[config.mk]
export PLATFORM = sky130hd
export DESIGN_NAME = signed_seq_multiplier_flat
export DESIGN_NICKNAME = d
export VERILOG_FILES = /design/src/rtl/signed_seq_multiplier_if.sv /design/src/rtl/signed_seq_multiplier.sv /design/src/flat_wrapper.sv
export SDC_FILE = /design/constraint.sdc
export NUM_CORES = 1
export LEC_CHECK = 0
export ABC_AREA = 1
export CELL_PAD_IN_SITES_DETAIL_PLACEMENT = 1
export CELL_PAD_IN_SITES_GLOBAL_PLACEMENT = 1
export CORE_AREA = 5 5 120 167
export CTS_BUF_LIST = sky130_fd_sc_hd__clkbuf_2 sky130_fd_sc_hd__clkbuf_4 sky130_fd_sc_hd__clkbuf_8
export DETAILED_ROUTE_END_ITERATION = 10
export DIE_AREA = 0 0 125 172
export HOLD_SLACK_MARGIN = 0.05
export PLACE_DENSITY_LB_ADDON = 0.1
export SLEW_MARGIN = 40
export SYNTH_ARGS = -nofsm -noshare
export SYNTH_HDL_FRONTEND = slang
export SYNTH_SLANG_ARGS = --single-unit
[constraint.sdc]
create_clock -name clk -period 7.1 [get_ports clk]
set_input_delay 1.775 -clock clk [delete_from_list [all_inputs] [get_ports clk]]
set_output_delay 1.775 -clock clk [all_outputs]
set_load 0.005 [all_outputs]
[src/rtl/signed_seq_multiplier_if.sv]
// Operand/result handshake bundle for signed_seq_multiplier.
// master: operand issuer and result consumer; slave: the multiplier.
interface signed_seq_multiplier_if #(
    parameter int WIDTH = 16
);
    logic                      in_valid;
    logic                      in_ready;
    logic signed [WIDTH-1:0]   a;
    logic signed [WIDTH-1:0]   b;
    logic                      out_valid;
    logic                      out_ready;
    logic signed [2*WIDTH-1:0] product;
    logic                      busy;

    modport master (
        output in_valid, a, b, out_ready,
        input  in_ready, out_valid, product, busy
    );

    modport slave (
        input  in_valid, a, b, out_ready,
        output in_ready, out_valid, product, busy
    );
endinterface

[src/rtl/signed_seq_multiplier.sv]
// Sequential signed 16x16 -> 32 shift-add multiplier.
// Operands are reduced to magnitudes, multiplied one partial-product bit per
// cycle, then the sign is reapplied and the product is offered on a
// valid/ready handshake. Only one operation is in flight at a time.
// Optional build macro EARLY_TERM_EN: once the remaining multiplier bits are
// all zero, the accumulator is aligned in a single step and the remaining
// iterations are skipped. The product value is identical in both builds.
module signed_seq_multiplier #(
    parameter int WIDTH = 16,
    parameter int CNT_W = 5
) (
    input  logic                   clk,
    input  logic                   reset,
    signed_seq_multiplier_if.slave bus
);
    localparam int PW = 2 * WIDTH;
    localparam logic [CNT_W-1:0] LAST_CNT = CNT_W'(WIDTH - 1);

    typedef enum logic [2:0] {
        S_IDLE,
        S_CONV,
        S_ITER,
        S_FIX,
        S_DONE
    } state_t;

    state_t                  state_q;
    logic signed [WIDTH-1:0] a_q;
    logic signed [WIDTH-1:0] b_q;
    logic                    sign_q;
    logic [WIDTH-1:0]        mcand_q;
    logic [WIDTH-1:0]        mplier_q;
    logic [PW-1:0]           acc_q;
    logic [CNT_W-1:0]        cnt_q;
    logic [PW-1:0]           product_q;
    logic                    out_valid_q;
    logic                    in_ready_q;
    logic                    busy_q;

    logic [WIDTH:0]          sum_d;

    // Two's-complement negation of an operand-width value (0x8000 maps to itself).
    function automatic logic [WIDTH-1:0] negate_op(input logic [WIDTH-1:0] x);
        return ~x + WIDTH'(1);
    endfunction

    // Magnitude of a signed operand; 0x8000 yields unsigned 32768.
    function automatic logic [WIDTH-1:0] magnitude(input logic [WIDTH-1:0] x);
        return x[WIDTH-1] ? negate_op(x) : x;
    endfunction

    // Two's-complement negation of a product-width value (0 stays 0).
    function automatic logic [PW-1:0] negate_prod(input logic [PW-1:0] x);
        return ~x + PW'(1);
    endfunction

    // Upper accumulator half plus the multiplicand when the current multiplier bit is set; carry kept.
    always_comb begin
        sum_d = {1'b0, acc_q[PW-1:WIDTH]};
        if (mplier_q[0]) begin
            sum_d = {1'b0, acc_q[PW-1:WIDTH]} + {1'b0, mcand_q};
        end
    end

`ifdef EARLY_TERM_EN
    localparam logic [CNT_W:0] ITERS = (CNT_W + 1)'(WIDTH);
    logic [CNT_W:0] shamt_d;

    // Number of single-bit shifts still owed when the remaining multiplier is zero.
    always_comb begin
        shamt_d = ITERS - {1'b0, cnt_q};
    end
`endif

    // Control FSM with registered datapath and handshake outputs.
    always_ff @(posedge clk or posedge reset) begin
        if (reset) begin
            state_q     <= S_IDLE;
            a_q         <= '0;
            b_q         <= '0;
            sign_q      <= 1'b0;
            mcand_q     <= '0;
            mplier_q    <= '0;
            acc_q       <= '0;
            cnt_q       <= '0;
            product_q   <= '0;
            out_valid_q <= 1'b0;
            in_ready_q  <= 1'b1;
            busy_q      <= 1'b0;
        end else begin
            case (state_q)
                S_IDLE: begin
                    if (bus.in_valid && in_ready_q) begin
                        a_q        <= bus.a;
                        b_q        <= bus.b;
                        sign_q     <= bus.a[WIDTH-1] ^ bus.b[WIDTH-1];
                        in_ready_q <= 1'b0;
                        busy_q     <= 1'b1;
                        state_q    <= S_CONV;
                    end
                end
                S_CONV: begin
                    mcand_q  <= magnitude(a_q);
                    mplier_q <= magnitude(b_q);
                    acc_q    <= '0;
                    cnt_q    <= '0;
                    state_q  <= S_ITER;
                end
                S_ITER: begin
`ifdef EARLY_TERM_EN
                    if (mplier_q == '0) begin
                        acc_q   <= acc_q >> shamt_d;
                        state_q <= S_FIX;
                    end else begin
                        acc_q    <= {sum_d, acc_q[WIDTH-1:1]};
                        mplier_q <= mplier_q >> 1;
                        cnt_q    <= cnt_q + CNT_W'(1);
                        if (cnt_q == LAST_CNT) begin
                            state_q <= S_FIX;
                        end
                    end
`else
                    acc_q    <= {sum_d, acc_q[WIDTH-1:1]};
                    mplier_q <= mplier_q >> 1;
                    cnt_q    <= cnt_q + CNT_W'(1);
                    if (cnt_q == LAST_CNT) begin
                        state_q <= S_FIX;
                    end
`endif
                end
                S_FIX: begin
                    product_q   <= sign_q ? negate_prod(acc_q) : acc_q;
                    out_valid_q <= 1'b1;
                    state_q     <= S_DONE;
                end
                S_DONE: begin
                    if (bus.out_ready) begin
                        out_valid_q <= 1'b0;
                        in_ready_q  <= 1'b1;
                        busy_q      <= 1'b0;
                        state_q     <= S_IDLE;
                    end
                end
                default: begin
                    state_q     <= S_IDLE;
                    out_valid_q <= 1'b0;
                    in_ready_q  <= 1'b1;
                    busy_q      <= 1'b0;
                end
            endcase
        end
    end

    assign bus.in_ready  = in_ready_q;
    assign bus.out_valid = out_valid_q;
    assign bus.product   = product_q;
    assign bus.busy      = busy_q;

endmodule

[src/flat_wrapper.sv]
// flat-port wrapper written by rule: the top's interface ports become plain ports
module signed_seq_multiplier_flat 
#(
    parameter int WIDTH = 16,
    parameter int CNT_W = 5
)
  (clk, reset, bus_in_valid, bus_a, bus_b, bus_out_ready, bus_in_ready, bus_out_valid, bus_product, bus_busy);
  signed_seq_multiplier_if #(.WIDTH(WIDTH)) bus_i ();
  input  logic clk;
  input  logic reset;
  input wire logic [$bits(bus_i.in_valid)-1:0] bus_in_valid;
  input wire logic [$bits(bus_i.a)-1:0] bus_a;
  input wire logic [$bits(bus_i.b)-1:0] bus_b;
  input wire logic [$bits(bus_i.out_ready)-1:0] bus_out_ready;
  output wire logic [$bits(bus_i.in_ready)-1:0] bus_in_ready;
  output wire logic [$bits(bus_i.out_valid)-1:0] bus_out_valid;
  output wire logic [$bits(bus_i.product)-1:0] bus_product;
  output wire logic [$bits(bus_i.busy)-1:0] bus_busy;
  assign bus_i.in_valid = bus_in_valid;
  assign bus_i.a = bus_a;
  assign bus_i.b = bus_b;
  assign bus_i.out_ready = bus_out_ready;
  assign bus_in_ready = bus_i.in_ready;
  assign bus_out_valid = bus_i.out_valid;
  assign bus_product = bus_i.product;
  assign bus_busy = bus_i.busy;
  signed_seq_multiplier #(.WIDTH(WIDTH), .CNT_W(CNT_W)) u_core (.clk(clk), .reset(reset), .bus(bus_i));
endmodule
# After elaboration in Yosys (flattened, before gate mapping)
# Index checks and enable logic that the tools add are counted.
# op_classes
addsub	5
n_eq_ne	8
n_mux	18
bitwise	6
reduce_logical	9
# ops
cell	n
32-bit case mux with 2 select lines	1
16-bit by 1-bit adder with 16-bit output (second input constant)	2
32-bit by 1-bit adder with 32-bit output (second input constant)	1
16-bit 2-to-1 mux	2
32-bit 2-to-1 mux	1
16-bit NOT	2
32-bit NOT	1
16-bit case mux with 2 select lines	1
16-bit by 16-bit adder with 17-bit output	1
17-bit 2-to-1 mux	1
3-bit case mux with 5 select lines	1
5-bit case mux with 2 select lines	1
3-bit 2-to-1 mux	3
1-bit case mux with 3 select lines	3
3-bit by 2-bit == test with 1-bit output (second input constant)	2
3-bit AND reduction	2
3-bit OR reduction	2
5-bit by 1-bit adder with 5-bit output (second input constant)	1
5-bit by 4-bit == test with 1-bit output (second input constant)	1
1-bit 2-to-1 mux	4
2-bit by 1-bit inequality test with 1-bit output (second input constant)	2
2-bit AND reduction	2
3-bit by 1-bit == test with 1-bit output (second input constant)	1
3-bit == test (second input constant)	1
6 further kinds	7
# word_totals
ff_bits	140
inputBits	36
out_inout_bits	35
elab_cells	58

# Longest topological paths before layout
# depth
depth_word	4
mapped_depth	12
ltp_nobuf	12

# Least setup slack after synthesis
# OpenSTA, ideal clock, no wires.
# synth_path
path_kind	input port to flip-flop
startpoint	input bus_in_valid
endpoint	register u_core.b_q[0]
setup_ps	127
t_arrival_ps	2365
required_time_ps	6973
slack_ps	4608
path_stages	5
path_buffers	2
path_cell_list	nand2_1 nor2_1 buf_4 buf_2 o21ai_0
# synth_between
elab_chain_len	2
# synth_lines
item	line_no	text
start, declared	flat_wrapper.sv:11	input wire logic [$bits(bus_i.in_valid)-1:0] bus_in_valid;
1-bit logical AND	signed_seq_multiplier.sv:93	if (bus.in_valid && in_ready_q) begin
2-bit AND reduction (no source line)	-	
end signal, assigned	signed_seq_multiplier.sv:95	b_q <= bus.b;
end, declared	signed_seq_multiplier.sv:29	logic signed [WIDTH-1:0] b_q;
# No other way between the ends.
# A chain may end at the register's enable or synchronous reset.

# Worst setup path in the final report
# layout_path
startpoint	register u_core.in_ready_q, in the netlist u_core.bus.in_ready
endpoint	output bus_in_ready
# layout_lines
item	line_no	text
start, declared	signed_seq_multiplier.sv:37	logic in_ready_q;
start signal, assigned	signed_seq_multiplier.sv:88	in_ready_q <= 1'b1;
start signal, assigned	signed_seq_multiplier.sv:97	in_ready_q <= 1'b0;
start signal, assigned	signed_seq_multiplier.sv:139	in_ready_q <= 1'b1;
end, declared	flat_wrapper.sv:15	output wire logic [$bits(bus_i.in_ready)-1:0] bus_in_ready;
# No word-level cell between the ends.

==> results_dict.tcl <==
set metrics [dict create \
    grt_start_max_net_pins 100 \
    clock_power_share_pct 16.0 \
    cts.repair.resized 0 \
    final_hold_viols 0 \
    dr_total_vias 7092 \
    cell_rows 59 \
    detailedRoute.firstIterationViolations 244 \
    clk_root_buffer_cell "sky130_fd_sc_hd__clkbuf_8" \
    netlist_top_cells_area "sky130_fd_sc_hd__dfrtp_1 (44%), sky130_fd_sc_hd__nand2_1 (15%), sky130_fd_sc_hd__inv_1 (6.6%), sky130_fd_sc_hd__nand3_1 (6.0%), sky130_fd_sc_hd__o21ai_0 (5.8%)" \
    combinational_cell_fraction_of_total_power_pct 50.2 \
    yosysMostFrequentCell "sky130_fd_sc_hd__nand2_1" \
    netlist.area_leader.share_pct 43.9 \
    post_synth.cell_area_avg_um2 7.44 \
    core_um2 18400 \
    power_density_nw_per_um2 449 \
    yosysUniqueCellTypes 39 \
    layout-drive-gt1-share_pct 4.58 \
    crit_path_max_incr_delay_ps 550 \
    critical_path_buf_inv_count 1 \
    drt_pass1_iterations 4 \
    antenna_found_initial 0 \
    peakVddDrop_uv 168 \
    finalNonFillerCells 1380 \
    p_sw_mw 1.91 \
    areaGrowthSynthToFinish_pct 16.4 \
    totalNegativeSetupSlack_ps 0 \
    ctsHtreeMaxLevel 4 \
    io-pin-count 71 \
    ys.warnings.count 0 \
    port_buffers 70 \
    place_congestion 0.834 \
    postSynthCellCount 1065 \
    drtAntennaViolNets 0 \
    setup_viol_count_final 0 \
    cts_setup_buffers 0 \
    arrival_ps 1520 \
    critPathRequiredTime_ps 5330 \
    total_routing_usage_gr_pct 20.0 \
    detail_route.wirelength_um 20300 \
    drc_errors 0 \
    place.detailed.hpwl_um 15400 \
    asyncSetResetFlopFracSynth_pct 100 \
    crit_fanout 3 \
    drt_via_density 5.14 \
    grt_overflow_total 0 \
    final.min_clock_period_ps 3300 \
    maxSlewHeadroom_pct 51.4 \
    clock-sinks 140 \
    synth_edf_count 0 \
    sequential_share_of_power_pct 33.8 \
    setup_crit_path_kind "register to output port" \
    floorplan.die.height_um 172 \
    cts-buffers-inserted 17 \
    die_w_um 125 \
    intPower_mw 2.23 \
    crit_path_cell_trace "clkdlybuf4s50_1" \
    synth_sequential_area_ratio_pct 44.2 \
    total_power_of_the_final_layout_mw 4.14 \
    critPathCaptureType "output port" \
    grt_setup_unrepaired "no" \
    final_max_slew_viol_count 0 \
    avgRoutedWirePerCell_um 14.7 \
    holdCritPathClass "register to register" \
    grt_first_pass_wirelength_um 35400 \
    clk_pin_slew_ps 80 \
    maximum_capacitance_violations 0 \
    effective_utilization_at_floorplan_pct 43.1 \
    yosys_most_used_dff "sky130_fd_sc_hd__dfrtp_1" \
    finalClockSkew_ps 17.6 \
    clkLatencyLatePin_ps 470 \
    outcome "complete, no violations" \
    synth.cell_area_um2 7930 \
    fin_nets 1181 \
    cts.path.max_buffers 2 \
    cp-start-kind "register" \
    worst_pin_slew_ps 726 \
    grt_pass1_vias 7353 \
    dieArea_um2 21500 \
    critical_path.slowest_cell "sky130_fd_sc_hd__dfstp_2" \
    final_core_utilization_pct 50.2 \
    period_share_pct 46.4 \
    clock_tree_from_tritoncts "yes" \
    max_clock_freq_mhz 303 \
    yosysTopAreaCell "sky130_fd_sc_hd__dfrtp_1" \
    critPathTopFamily "flip-flops" \
    postCtsHoldBufs 0 \
    leakagePower_nw 4.48 \
    synth.top_cells.by_count "sky130_fd_sc_hd__nand2_1 (313), sky130_fd_sc_hd__dfrtp_1 (139), sky130_fd_sc_hd__inv_1 (139)" \
    postSynthRegisterBits 140 \
    num_antenna_cells 0 \
    syn_nets 1123 \
    switching_part_of_the_total_power_pct 46.1 \
    dp_cells 1348 \
]
==> per-layer routing <==
metal | vias to the layer above | track usage [%] | part of all wire, % | routed length (um)
li1 | 3576 | - | - | -
met1 | 3388 | 23.6 | 43 | 8800
met2 | 103 | 37.1 | 52 | 10500
met3 | 25 | 3.00 | 3.0 | 601
met4 | 0 | 7.08 | 2.0 | 411
met5 | - | 0 | 0 | 0
==> layout by cell type (no fill, tap or decap), types with 4 or more instances in the layout <==
cell,synthesis,layout
sky130_fd_sc_hd__o21bai_1,6,6
sky130_fd_sc_hd__nor3_1,12,12
sky130_fd_sc_hd__nand3_1,95,95
sky130_fd_sc_hd__inv_1,139,138
sky130_fd_sc_hd__clkbuf_8,0,19
sky130_fd_sc_hd__xor2_1,25,25
sky130_fd_sc_hd__o22ai_1,29,29
sky130_fd_sc_hd__a21oi_1,35,35
sky130_fd_sc_hd__nand4_1,14,14
sky130_fd_sc_hd__dfrtp_1,139,138
sky130_fd_sc_hd__nand2_1,313,313
sky130_fd_sc_hd__o21ai_0,92,92
sky130_fd_sc_hd__clkdlybuf4s50_1,0,70
sky130_fd_sc_hd__o211ai_1,7,7
sky130_fd_sc_hd__ha_1,21,21
sky130_fd_sc_hd__clkinv_4,0,4
sky130_fd_sc_hd__nor2_1,64,63
sky130_fd_sc_hd__a31oi_1,5,5
==> cell families (layout without fill, tap and decap cells) <==
logic type / count (synthesis) / in the layout / synth area share, %
buf+inv: 181 / 252 / 9.25
fa+ha+maj: 22 / 22 / 3.57
simple gates: 510 / 510 / 26.9
compound gates: 186 / 186 / 13.1
xor+xnor: 26 / 26 / 2.87
flops: 140 / 140 / 44.2
==> metrics by stage <==
step / hold WS [ps] / setup WS [ps] / area [um^2]
2_1_floorplan: 440 / 1570 / 7930
3_3_place_gp: 455 / 3370 / 8780
3_5_place_dp: 467 / 3660 / 8810
4_1_cts: 479 / 3760 / 9220
5_1_grt: 495 / 3740 / 9220
6_report: 480 / 3800 / 9220
==> sequential cells by signal, indices dropped and copies added, names as in the netlist, 3 cells and up <==
signal	flops
u_core.a_q	16
u_core.acc_q	32
u_core.b_q	16
u_core.bus.product	32
u_core.cnt_q	5
u_core.mcand_q	16
u_core.mplier_q	16
u_core.state_q	3
==> power groups by stage <==
| stage | Clock [mW] | Sequential [mW] | Combinational, mW |
|---|---|---|---|
| floorplan | 0 | 1.31 | 1.59 |
| global placement | 0 | 1.40 | 2.02 |
| detailed placement | 0 | 1.42 | 2.11 |
| CTS | 0.682 | 1.40 | 2.12 |
| global route | 0.714 | 1.45 | 2.40 |
| finish | 0.663 | 1.40 | 2.08 |
==> cell type report <==
class                           instances  area [um^2]
Clock buffer                           20          269
Clock inverter                         12          138
Fill cell                            2328         9160
Inverter                              145          552
Multi-Input combinational cell        744         3700
Sequential cell                       140         3510
Tap cell                              244          305
Timing Repair Buffer                   75          753
==> path summary, 6_finish.rpt <==
path                                        start                     end  slack (ps)  cells after the start
min                        u_core.bus.product[19]  u_core.bus.product[19]         480                      2
min reg2reg                u_core.bus.product[19]  u_core.bus.product[19]         480                      2
max reg2reg                     u_core.state_q[0]     u_core.mplier_q[10]        4270                      8
min in group asynchronous                   reset         u_core.acc_q[3]        1820                      2
max in group asynchronous                   reset           u_core.sign_q        4230                      3
max                           u_core.bus.in_ready            bus_in_ready        3800                      1
Power figures use the tool's default switching activity.
